==> config.mk <==
export PLATFORM = sky130hd
export DESIGN_NAME = bcd_updown_counter_7seg
export DESIGN_NICKNAME = d
export VERILOG_FILES = /design/src/rtl/bcd_updown_counter_7seg.sv
export SDC_FILE = /design/constraint.sdc
export NUM_CORES = 1
export LEC_CHECK = 0
export ABC_CLOCK_PERIOD_IN_PS = 3600
export BUFFER_PORTS_ARGS = -buffer_cell sky130_fd_sc_hd__clkbuf_2
export CAP_MARGIN = 20
export CORE_MARGIN = 3
export CORE_UTILIZATION = 60
export DETAILED_ROUTE_END_ITERATION = 7
export PLACE_DENSITY = 0.84
export SYNTH_ARGS = -nofsm -noshare
export SYNTH_HDL_FRONTEND = slang
export SYNTH_SLANG_ARGS = --single-unit
==> constraint.sdc <==
create_clock -name clk -period 3.6 [get_ports clk]
set_input_delay 0.54 -clock clk [delete_from_list [all_inputs] [get_ports clk]]
set_output_delay 0.54 -clock clk [all_outputs]
set_load 0.03 [all_outputs]
==> src/rtl/bcd_updown_counter_7seg.sv <==
// Debounced push-button up/down BCD counter driving active-low 7-segment displays.
// Define AUTO_REPEAT_EN to add hold-to-repeat stepping on a single held key.
module bcd_updown_counter_7seg #(
  parameter int NUM_DIGITS      = 4,
  parameter int DEBOUNCE_CYCLES = 1000000,
  parameter int WRAP            = 1,
  parameter int REPEAT_DELAY    = 25000000,
  parameter int REPEAT_PERIOD   = 5000000
) (
  input  logic                    clk,
  input  logic                    rst,
  input  logic                    key_up_n,
  input  logic                    key_down_n,
  output logic [4*NUM_DIGITS-1:0] bcd,
  output logic [7*NUM_DIGITS-1:0] hex,
  output logic                    wrap_pulse
);

  localparam int DB_W = $clog2(DEBOUNCE_CYCLES + 1);

  if (NUM_DIGITS < 1 || NUM_DIGITS > 6 || DEBOUNCE_CYCLES < 1 ||
      REPEAT_DELAY < 1 || REPEAT_PERIOD < 1) begin : g_param_check
    $error("bcd_updown_counter_7seg: parameter out of range");
  end

  // Bit 0 carries the up key, bit 1 the down key, throughout the key path.
  logic [1:0]      keys;
  logic [1:0]      sync1, sync2, deb, deb_prev, armed;
  logic [DB_W-1:0] db_cnt [2];
  logic [1:0]      settle;
  logic [1:0]      press;
  logic [1:0]      rep_step;
  logic [1:0]      step;

  assign keys = {key_down_n, key_up_n};

  // A key may only step once it has been seen released after reset; settle
  // waits for the synchroniser to refill with real samples before trusting it.
  // NOTE: state registers use non-blocking assignments so every flop samples pre-edge values.
  always_ff @(posedge clk) begin
    if (rst) begin
      sync1    <= '1;
      sync2    <= '1;
      deb      <= '1;
      deb_prev <= '1;
      armed    <= '0;
      settle   <= '0;
      for (int i = 0; i < 2; i++) db_cnt[i] <= '0;
    end else begin
      sync1    <= keys;
      sync2    <= sync1;
      deb_prev <= deb;
      if (settle != 2'd2) settle <= settle + 2'd1;
      for (int i = 0; i < 2; i++) begin
        if (settle == 2'd2 && sync2[i]) armed[i] <= 1'b1;
        if (sync2[i] == deb[i]) begin
          db_cnt[i] <= '0;
        end else if (db_cnt[i] == DB_W'(DEBOUNCE_CYCLES - 1)) begin
          deb[i]    <= sync2[i];
          db_cnt[i] <= '0;
        end else begin
          db_cnt[i] <= db_cnt[i] + DB_W'(1);
        end
      end
    end
  end

  assign press = deb_prev & ~deb & armed;

`ifdef AUTO_REPEAT_EN
  localparam int RP_MAX = (REPEAT_DELAY > REPEAT_PERIOD) ? REPEAT_DELAY : REPEAT_PERIOD;
  localparam int RP_W   = $clog2(RP_MAX + 1);

  logic [RP_W-1:0] rep_cnt;
  logic [RP_W-1:0] rep_lim;
  logic            rep_phase;
  logic            one_held;

  assign one_held = (~deb[0] & armed[0] & deb[1]) | (~deb[1] & armed[1] & deb[0]);
  assign rep_lim  = rep_phase ? RP_W'(REPEAT_PERIOD - 1) : RP_W'(REPEAT_DELAY - 1);

  always_ff @(posedge clk) begin
    if (rst || !one_held || (|press)) begin
      rep_cnt   <= '0;
      rep_phase <= 1'b0;
    end else if (rep_cnt == rep_lim) begin
      rep_cnt   <= '0;
      rep_phase <= 1'b1;
    end else begin
      rep_cnt   <= rep_cnt + RP_W'(1);
    end
  end

  // With exactly one key held, ~deb has just that key's bit set.
  assign rep_step = (one_held && press == 2'b00 && rep_cnt == rep_lim) ? ~deb : 2'b00;
`else
  assign rep_step = 2'b00;
`endif

  assign step = press | rep_step;

  logic [4*NUM_DIGITS-1:0] bcd_inc, bcd_dec;
  logic                    all9, all0;

  // NOTE: every always_comb output gets a default first so no latch is inferred.
  always_comb begin
    logic carry, borrow;
    bcd_inc = bcd;
    bcd_dec = bcd;
    all9    = 1'b1;
    all0    = 1'b1;
    carry   = 1'b1;
    borrow  = 1'b1;
    for (int i = 0; i < NUM_DIGITS; i++) begin
      if (bcd[4*i +: 4] != 4'd9) all9 = 1'b0;
      if (bcd[4*i +: 4] != 4'd0) all0 = 1'b0;
      if (carry) begin
        if (bcd[4*i +: 4] == 4'd9) bcd_inc[4*i +: 4] = 4'd0;
        else begin
          bcd_inc[4*i +: 4] = bcd[4*i +: 4] + 4'd1;
          carry             = 1'b0;
        end
      end
      if (borrow) begin
        if (bcd[4*i +: 4] == 4'd0) bcd_dec[4*i +: 4] = 4'd9;
        else begin
          bcd_dec[4*i +: 4] = bcd[4*i +: 4] - 4'd1;
          borrow            = 1'b0;
        end
      end
    end
  end

  always_ff @(posedge clk) begin
    if (rst) begin
      bcd        <= '0;
      wrap_pulse <= 1'b0;
    end else begin
      wrap_pulse <= 1'b0;
      if (step[0] && !step[1]) begin
        if (!all9) bcd <= bcd_inc;
        else if (WRAP != 0) begin
          bcd        <= '0;
          wrap_pulse <= 1'b1;
        end
      end else if (step[1] && !step[0]) begin
        if (!all0) bcd <= bcd_dec;
        else if (WRAP != 0) begin
          bcd        <= {NUM_DIGITS{4'd9}};
          wrap_pulse <= 1'b1;
        end
      end
    end
  end

  function automatic logic [6:0] seg7(input logic [3:0] d);
    case (d)
      4'd0:    seg7 = 7'b100_0000;
      4'd1:    seg7 = 7'b111_1001;
      4'd2:    seg7 = 7'b010_0100;
      4'd3:    seg7 = 7'b011_0000;
      4'd4:    seg7 = 7'b001_1001;
      4'd5:    seg7 = 7'b001_0010;
      4'd6:    seg7 = 7'b000_0010;
      4'd7:    seg7 = 7'b111_1000;
      4'd8:    seg7 = 7'b000_0000;
      4'd9:    seg7 = 7'b001_0000;
      default: seg7 = 7'b111_1111;
    endcase
  endfunction

  always_comb begin
    hex = '1;
    for (int i = 0; i < NUM_DIGITS; i++) hex[7*i +: 7] = seg7(bcd[4*i +: 4]);
  end

endmodule

==> results.yml, run 1 <==
finish:
  drive_above_1_share: 0.133
  top_register: "db_cnt"
  diodes: 0
  syn2layout_area_growth_pct: 12.3
  largest_reg_flops: 40
  fillCellCount: 667
  fin_nets: 706
  utilization: 0.702
yosys:
  syn-cell-area_mm2: 0.00551
  avgSynthCellArea_um2: 9.43
  yosys-top-cells-area: "edfxtp_1, dfxtp_1, ha_1, nor2_1, xnor2_1"
  yosysTopAreaCell: "edfxtp_1"
  yosysUniqueCellTypes: 72
  synth-edff-count: 40
  ys_seq_area_frac: 0.425
  yosysWarnings: 0
  synthCells: 584
  synth_top_area_share: 0.218
  ys.flop_type: "dfxtp_1"
  synth-seq-cells: 97
  yosysMostFrequentCell: "nor2_1"
  yosys-top-cells-count: "nor2_1, dfxtp_1, edfxtp_1, inv_1, ha_1"
  synthArstFlopShare: 0
detailed_routing:
  detail-route-antenna-nets: 0
  vias_per_cell: 5.59
  met3_length_um: 411
  routedWlPerCell_um: 13.9
  routed_wl_um: 10800
  dr_total_vias: 4351
  dr.pass1.iters: 5
  drtIter0Drc: 182
  wl_met2_um: 5550
  top_layer: "met4"
  post-route-drc-count: 0
  wl_met1_um: 4610
global_route:
  grt_antenna_before_repair: 0
  grt_util_all_layers: 0.221
  grt_start_max_net_pins: 36
  grt_pass1_wl_um: 18600
  overflow: 0
  grt_pass1_vias: 4258
floorplan:
  core_area_mm2: 0.00881
  placementRows: 34
  die_h_um: 102
  initial_utilization: 0.625
  dieWidth_um: 102
  die_area_mm2: 0.0104
  ioPinCount: 49
critical_path:
  worst_setup_path_end_kind: "flop"
  worstRegToRegCells: 10
  rr_startpoint: "deb[0]"
  r2r_slack_ns: 0.31
  cp_max_fo: 6
  startpoint_type: "flop"
  worst_ep_required_time_ns: 3.89
  arrival_ns: 3.59
  worstSetupPathType: "reg -> reg"
  r2r-end: "hex[26]"
sta:
  max_slew.worst_pin.slew_ns: 0.660
  grt_setup_unrepaired: "no"
  hold_viol_final: 0
  fmax_mhz: 304
  period_share: 0.915
  slew_headroom: 0.560
  finalClockSkew_ns: 0.0135
  finalSetupTns_ns: 0
  slew_violations: 0
  setup_viol: 0
  layout_min_cycle_time_ns: 3.29
worst_hold_path:
  hp-class: "in -> reg"
  min_from: "key_up_n"
  holdPathStages: 2
  hold-path-endpoint: "sync1[0]"
place:
  place.gp.congestion: 0.880
  port_buffers: 48
  hpwl_um: 7850
run:
  cap_violations: 0
clock_tree:
  cts_tree: "built"
  clockRootBuffer: "clkbuf_8"
  numCtsBuffers: 9
  clock_sinks: 97
  cts_resized: 0
  clk_pin_slew_ns: 0.10
  cts.htree.levels: 3
  postCtsSetupBuffers: 0
  ctsHoldBuffers: 0
  cts_buffer_depth: 2
  clkLatencyLatePin_ns: 0.36
power:
  p_per_area_mw_per_mm2: 327
  leakage_nw: 2.50
  peakVddDrop_uv: 175
status:
  outcome: "finished clean"
cells in the final DEF, fill, tap and decap left out, drive strengths merged, types with 8 or more instances in the layout:
| cell type | Yosys | layout |
|---|---|---|
| clkbuf | 12 | 61 |
| conb | 1 | 40 |
| o21ai | 10 | 10 |
| dfxtp | 57 | 57 |
| ha | 37 | 37 |
| edfxtp | 40 | 40 |
| nor2 | 75 | 75 |
| a21oi | 32 | 32 |
| nor2b | 8 | 8 |
| mux2i | 11 | 11 |
| nand3 | 23 | 23 |
| xnor2 | 20 | 20 |
| xor2 | 18 | 18 |
| nand2 | 35 | 35 |
| inv | 39 | 39 |
| and3 | 8 | 8 |
| nor3 | 16 | 16 |
stage by stage:
| step | hold slack (ns) | cells | total power, mW | cell area [um^2] | worst slack [ns] |
|---|---|---|---|---|---|
| CTS | 0.366 | 778 | 2.04 | 6180 | 0.369 |
| global route | 0.358 | 778 | 2.10 | 6180 | 0.161 |
| detailed placement | 0.402 | 762 | 1.34 | 5980 | 0.396 |
| global placement | 0.399 | 762 | 1.33 | 5980 | 0.565 |
| finish | 0.370 | 778 | 2.02 | 6180 | 0.307 |
| floorplan | 0.389 | 623 | 1.31 | 5650 | 0.642 |
power by group:
| group | internal (mW) | switching, mW |
|---|---|---|
| registers | 1.18 | 0.0301 |
| clock network | 0.336 | 0.369 |
| logic | 0.0412 | 0.0599 |
| total | 1.56 | 0.459 |
cell type report:
class | instances | area [um^2] | area share
well taps | 108 | 135 | 0.0219
repair buffers | 53 | 290 | 0.0470
multi-input cells | 465 | 3060 | 0.496
flip-flops and latches | 97 | 2340 | 0.379
clock buffers | 13 | 181 | 0.0294
inverters | 39 | 146 | 0.0237
clock inverters | 3 | 22.5 | 0.00364
critical path, stage by stage (launching register included):
cell and delay (ns):
dfxtp_1 0.39, and3b_1 0.22, ha_1 0.25, or4b_4 0.52
nor4_1 0.58, o211ai_1 0.24, o31ai_2 0.21, inv_1 0.18
ha_1 0.26, mux2_2 0.26, a21oi_1 0.12
cell families after synthesis:
| logic type | Yosys count | synth area share |
|---|---|---|
| buf+inv | 61 | 0.0448 |
| xor+xnor | 38 | 0.0605 |
| compound gates | 101 | 0.128 |
| mux | 17 | 0.0323 |
| fa+ha+maj | 37 | 0.0841 |
| simple gates | 232 | 0.224 |
| flops | 97 | 0.425 |
| other cells | 1 | 0.000681 |
metal layers:
layer,GRT usage,vias to the layer above
li1,-,2208
met4,0.0879,0
met1,0.270,2026
met3,0.0420,24
met2,0.383,93
met5,0,-
worst max path at each step:
stage                       from  slack [ns]  endpoint
after global placement    deb[0]        0.57   hex[26]
after floorplan           deb[0]        0.64   hex[27]
final                     deb[0]        0.31   hex[26]
after detailed placement  deb[0]        0.40   hex[26]
after global routing      deb[0]        0.16   hex[18]
after CTS                 deb[0]        0.37   hex[26]
Note: power is estimated with default switching activity, not from simulation.
==> run 2, diff against run 1 <==
--- a/config.mk
+++ b/config.mk
@@ -12,6 +12,7 @@
 export CORE_UTILIZATION = 60
 export DETAILED_ROUTE_END_ITERATION = 7
 export PLACE_DENSITY = 0.84
+export RECOVER_POWER = 50
 export SYNTH_ARGS = -nofsm -noshare
 export SYNTH_HDL_FRONTEND = slang
 export SYNTH_SLANG_ARGS = --single-unit
==> run 2 against run 1 <==
Largest cell class unchanged. Sequential share of layout area rose by 0.52 points. Count of clock-buffer cells in the layout unchanged. Setup slack got worse by 0.022 ns. Global-route usage unchanged. Flip-flop and latch count unchanged. Total power increased by 0.31%. Critical endpoint unchanged. Final cell count stayed put.
==> results.yml, run 2 (synthesis gave the netlist of run 1 again) <==
critical_path:
  r2r_slack_ns: 0.28
  worstSetupPathType: "reg -> reg"
  worst_ep_required_time_ns: 3.90
  path_cells: "and3b_1, ha_1, or4b_1, nor4_1, o211ai_1, o31ai_2, inv_1, ha_1, mux2_2, a21oi_1"
  r2r-end: "hex[26]"
  arrival_ns: 3.61
  cp_common_cell: "ha_1"
  cp_max_fo: 6
  worst_setup_path_end_kind: "flop"
  startpoint_type: "flop"
  slowest_delay_ns: 0.59
  critPathSlowestCell: "nor4_1"
  rr_startpoint: "deb[0]"
  worstRegToRegCells: 10
floorplan:
  core_area_mm2: 0.00881
  placementRows: 34
  dieWidth_um: 102
  die_h_um: 102
  die_area_mm2: 0.0104
  ioPinCount: 49
  initial_utilization: 0.625
sta:
  slew_violations: 0
  hold_viol_final: 0
  period_share: 0.921
  layout_min_cycle_time_ns: 3.32
  max_slew.worst_pin.slew_ns: 0.983
  setup_viol: 0
  fmax_mhz: 302
  finalSetupTns_ns: 0
  final.setup.worst_slack_ns: 0.285
  grt_setup_unrepaired: "no"
  slew_headroom: 0.345
  finalClockSkew_ns: 0.0132
worst_hold_path:
  hp-class: "in -> reg"
  min_from: "key_up_n"
  hold-path-endpoint: "sync1[0]"
  holdPathStages: 2
power:
  leakage_nw: 2.33
  netSwitchingFraction: 0.230
  switching_power_uw: 466
  pwr-share-clk: 0.352
  p_comb_frac: 0.049
  peakVddDrop_uv: 178
  sequentialPowerShare: 0.599
  p_per_area_mw_per_mm2: 332
  p_int_mw: 1.56
place:
  post-place-ws_ns: 0.396
  post_dp_cell_area_mm2: 0.00598
  port_buffers: 48
  hpwl_um: 7850
  place.gp.congestion: 0.880
finish:
  utilization: 0.692
  fin_nets: 706
  largest_reg_flops: 40
  top_register: "db_cnt"
  layout_common_cells: "nor2_1, dfxtp_1, clkbuf_1, edfxtp_1, conb_1"
  drive_above_1_share: 0.0552
  diodes: 0
  syn2layout_area_growth_pct: 10.8
  fin_area_mm2: 0.00610
  layout_commonest_cell: "nor2_1"
detailed_routing:
  drtIter0Drc: 198
  post-route-drc-count: 0
  routed_wl_um: 10800
  dr_total_vias: 4354
  vias_per_cell: 5.60
  dr.pass1.iters: 6
  routedWlPerCell_um: 13.9
  detail-route-antenna-nets: 0
global_route:
  grt_pass1_wl_um: 18600
  grt_util_all_layers: 0.221
  grt_pass1_vias: 4258
  overflow: 0
  grt_antenna_before_repair: 0
  grt_start_max_net_pins: 36
run:
  cap_violations: 0
clock_tree:
  clk_pin_slew_ns: 0.10
  ctsHoldBuffers: 0
  clockRootBuffer: "clkbuf_8"
  cts_buffer_depth: 2
  cts.htree.levels: 3
  clkLatencyLatePin_ns: 0.36
  cts_resized: 0
  postCtsSetupBuffers: 0
  clock_sinks: 97
  cts_tree: "built"
  numCtsBuffers: 9
status:
  outcome: "finished clean"
[run 2: metal layers]
metal	track usage	wire length, um	vias to the layer above
met3	0.0420	456	18
met2	0.383	5550	94
li1	-	-	2206
met5	0	0	-
met4	0.0879	210	0
met1	0.270	4630	2036
[run 2: power groups by stage]
stage                     Combinational [mW]  Clock (mW)  Sequential, mW
final                                 0.0999       0.713            1.21
after global routing                   0.117       0.765            1.22
after CTS                             0.0999       0.723            1.21
after detailed placement              0.0997           0            1.24
after global placement                0.0928           0            1.23
after floorplan                       0.0817           0            1.23
[run 2: worst max-delay path by stage]
stage               endpoint   start  cells after the start
global placement     hex[26]  deb[0]                     10
global route         hex[18]  deb[0]                     11
CTS                  hex[26]  deb[0]                     10
finish               hex[26]  deb[0]                     10
floorplan            hex[27]  deb[0]                     12
detailed placement   hex[26]  deb[0]                     10
[run 2: critical path: cells and delay by family (launching register included)]
kind,cells,cell delay [ns]
simple gates,3,1.36
compound gates,3,0.57
fa+ha+maj,2,0.50
flops,1,0.39
mux,1,0.26
buf+inv,1,0.18
[run 2: final cells by class]
cell class	count	area [um^2]
multi-input cells	465	3050
fillers	697	2710
flip-flops and latches	97	2340
repair buffers	53	218
clock buffers	13	181
inverters	39	146
well taps	108	135
clock inverters	3	22.5
[run 2: through the flow]
stage	instances	hold slack (ns)	power (mW)
2_1_floorplan	623	0.389	1.31
3_3_place_gp	762	0.399	1.33
3_5_place_dp	762	0.402	1.34
4_1_cts	778	0.366	2.04
5_1_grt	778	0.358	2.10
6_report	778	0.369	2.02
==> run 3, diff against run 2 <==
==> constraint.sdc (replaced) <==
create_clock -name clk -period 3.6 [get_ports clk]
set_input_delay 0.72 -clock clk [delete_from_list [all_inputs] [get_ports clk]]
set_output_delay 0.72 -clock clk [all_outputs]
set_load 0.03 [all_outputs]
==> run 3 against run 2 <==
Final cell count unchanged. Setup slack worse by 0.022 ns. Fmax shrank 0.67%. Combinational power is 11% higher. First-iteration DRC count shrank 15%. Routed wire length increased by 0.65%. Clock power rose by 3%.
==> results.yml, run 3 (synthesis gave the netlist of run 1 again) <==
global_route:
  overflow: 0
  grt_util_all_layers: 0.217
  grt_pass1_wl_um: 18200
  grt_start_max_net_pins: 26
  grt_pass1_vias: 4136
  grt_antenna_before_repair: 0
clock_tree:
  cts.htree.levels: 3
  ctsHoldBuffers: 0
  clkLatencyLatePin_ns: 0.36
  clk_pin_slew_ns: 0.10
  clock_sinks: 97
  clockRootBuffer: "clkbuf_8"
  postCtsSetupBuffers: 0
  cts_tree: "built"
  cts_buffer_depth: 2
  numCtsBuffers: 9
finish:
  fin_area_mm2: 0.00611
  fillCellCount: 714
  fin_nets: 706
  diodes: 0
  syn2layout_area_growth_pct: 11.0
  layout_common_cells: "nor2_1, dfxtp_1, clkbuf_1, edfxtp_1, conb_1"
  top_register: "db_cnt"
  drive_above_1_share: 0.0642
  utilization: 0.694
  layout_commonest_cell: "nor2_1"
  largest_reg_flops: 40
detailed_routing:
  vias_per_cell: 5.63
  post-route-drc-count: 0
  dr.pass1.iters: 5
  detail-route-antenna-nets: 0
  dr_total_vias: 4377
  routedWlPerCell_um: 14.0
  drtIter0Drc: 169
  routed_wl_um: 10900
sta:
  period_share: 0.927
  hold_viol_final: 0
  slew_headroom: 0.222
  layout_min_cycle_time_ns: 3.34
  slew_violations: 0
  finalSetupTns_ns: 0
  grt_setup_unrepaired: "no"
  finalClockSkew_ns: 0.00914
  setup_viol: 0
  max_slew.worst_pin.slew_ns: 1.17
  holdWs_ns: 0.429
  fmax_mhz: 300
critical_path:
  worst_ep_required_time_ns: 3.89
  cp_max_fo: 15
  worstSetupPathType: "reg -> reg"
  arrival_ns: 3.63
  worst_setup_path_end_kind: "flop"
  startpoint_type: "flop"
status:
  outcome: "finished clean"
floorplan:
  die_h_um: 102
  placementRows: 34
  ioPinCount: 49
  dieWidth_um: 102
  die_area_mm2: 0.0104
  initial_utilization: 0.625
  core_area_mm2: 0.00881
worst_hold_path:
  hp-class: "reg -> reg"
place:
  hpwl_um: 7780
  port_buffers: 48
  post_dp_cell_area_mm2: 0.00596
  place.gp.congestion: 0.859
power:
  leakage_nw: 2.35
  p_per_area_mw_per_mm2: 337
  finalPower_mw: 2.06
  peakVddDrop_uv: 227
run:
  cap_violations: 0
run 3: cell count changes in the layout (fill, tap and decap cells not counted), moves of 2 or more:
cell and delta:
buf_4 +2, clkbuf_1 -3, clkbuf_16 -2, clkinv_2 +2
clkinv_4 +2, clkinvlp_4 -3
run 3: power by group:
part	internal, mW	total, mW	switching [mW]
Combinational	0.0413	0.111	0.0693
Sequential	1.18	1.21	0.0314
Clock	0.343	0.732	0.389
Total	1.57	2.06	0.489
run 3: final timing paths:
path	from	to	slack, ns	cells after the start
max	deb[0]	hex[26]	0.26	11
min	sync1[0]	sync2[0]	0.43	1
max reg2reg	deb[0]	hex[26]	0.26	11
min reg2reg	sync1[0]	sync2[0]	0.43	1
run 3: per-stage QoR:
stage                     worst slack, ns  cells
after floorplan                     0.642    623
after global placement              0.415    762
after detailed placement            0.294    762
after CTS                           0.246    778
after global routing               0.0701    778
final                               0.263    778
run 3: final cells by class:
type                    count  area, um^2  share of cell area
well taps                 108         135              0.0221
multi-input cells         465        3070               0.503
flip-flops and latches     97        2340               0.383
clock inverters             6        66.3              0.0109
inverters                  39         146              0.0240
clock buffers              10         138              0.0225
repair buffers             53         209              0.0342
run 3: metal layers:
layer | vias to the layer above | GRT usage | routed length, um
met4 | 0 | 0.0675 | 155
met3 | 11 | 0.0399 | 368
met1 | 2073 | 0.267 | 4800
met2 | 96 | 0.385 | 5600
li1 | 2197 | - | -
met5 | - | 0 | 0
run 3: worst max-delay path, stage by stage, from the launching register on:
cell and delay [ns]:
dfxtp_1 0.38, and3b_1 0.21, ha_1 0.37, or4b_1 0.62
or4_4 0.58, a22oi_1 0.20, o211ai_2 0.19, inv_1 0.15
ha_1 0.15, inv_1 0.05, mux2_2 0.26, a21oi_1 0.13
run 3: repair_timing:
action / in CTS / in global routing
setup endpoints to repair: 0 / 2
gates resized for setup: 0 / 2
hold endpoints to repair: 0 / 0
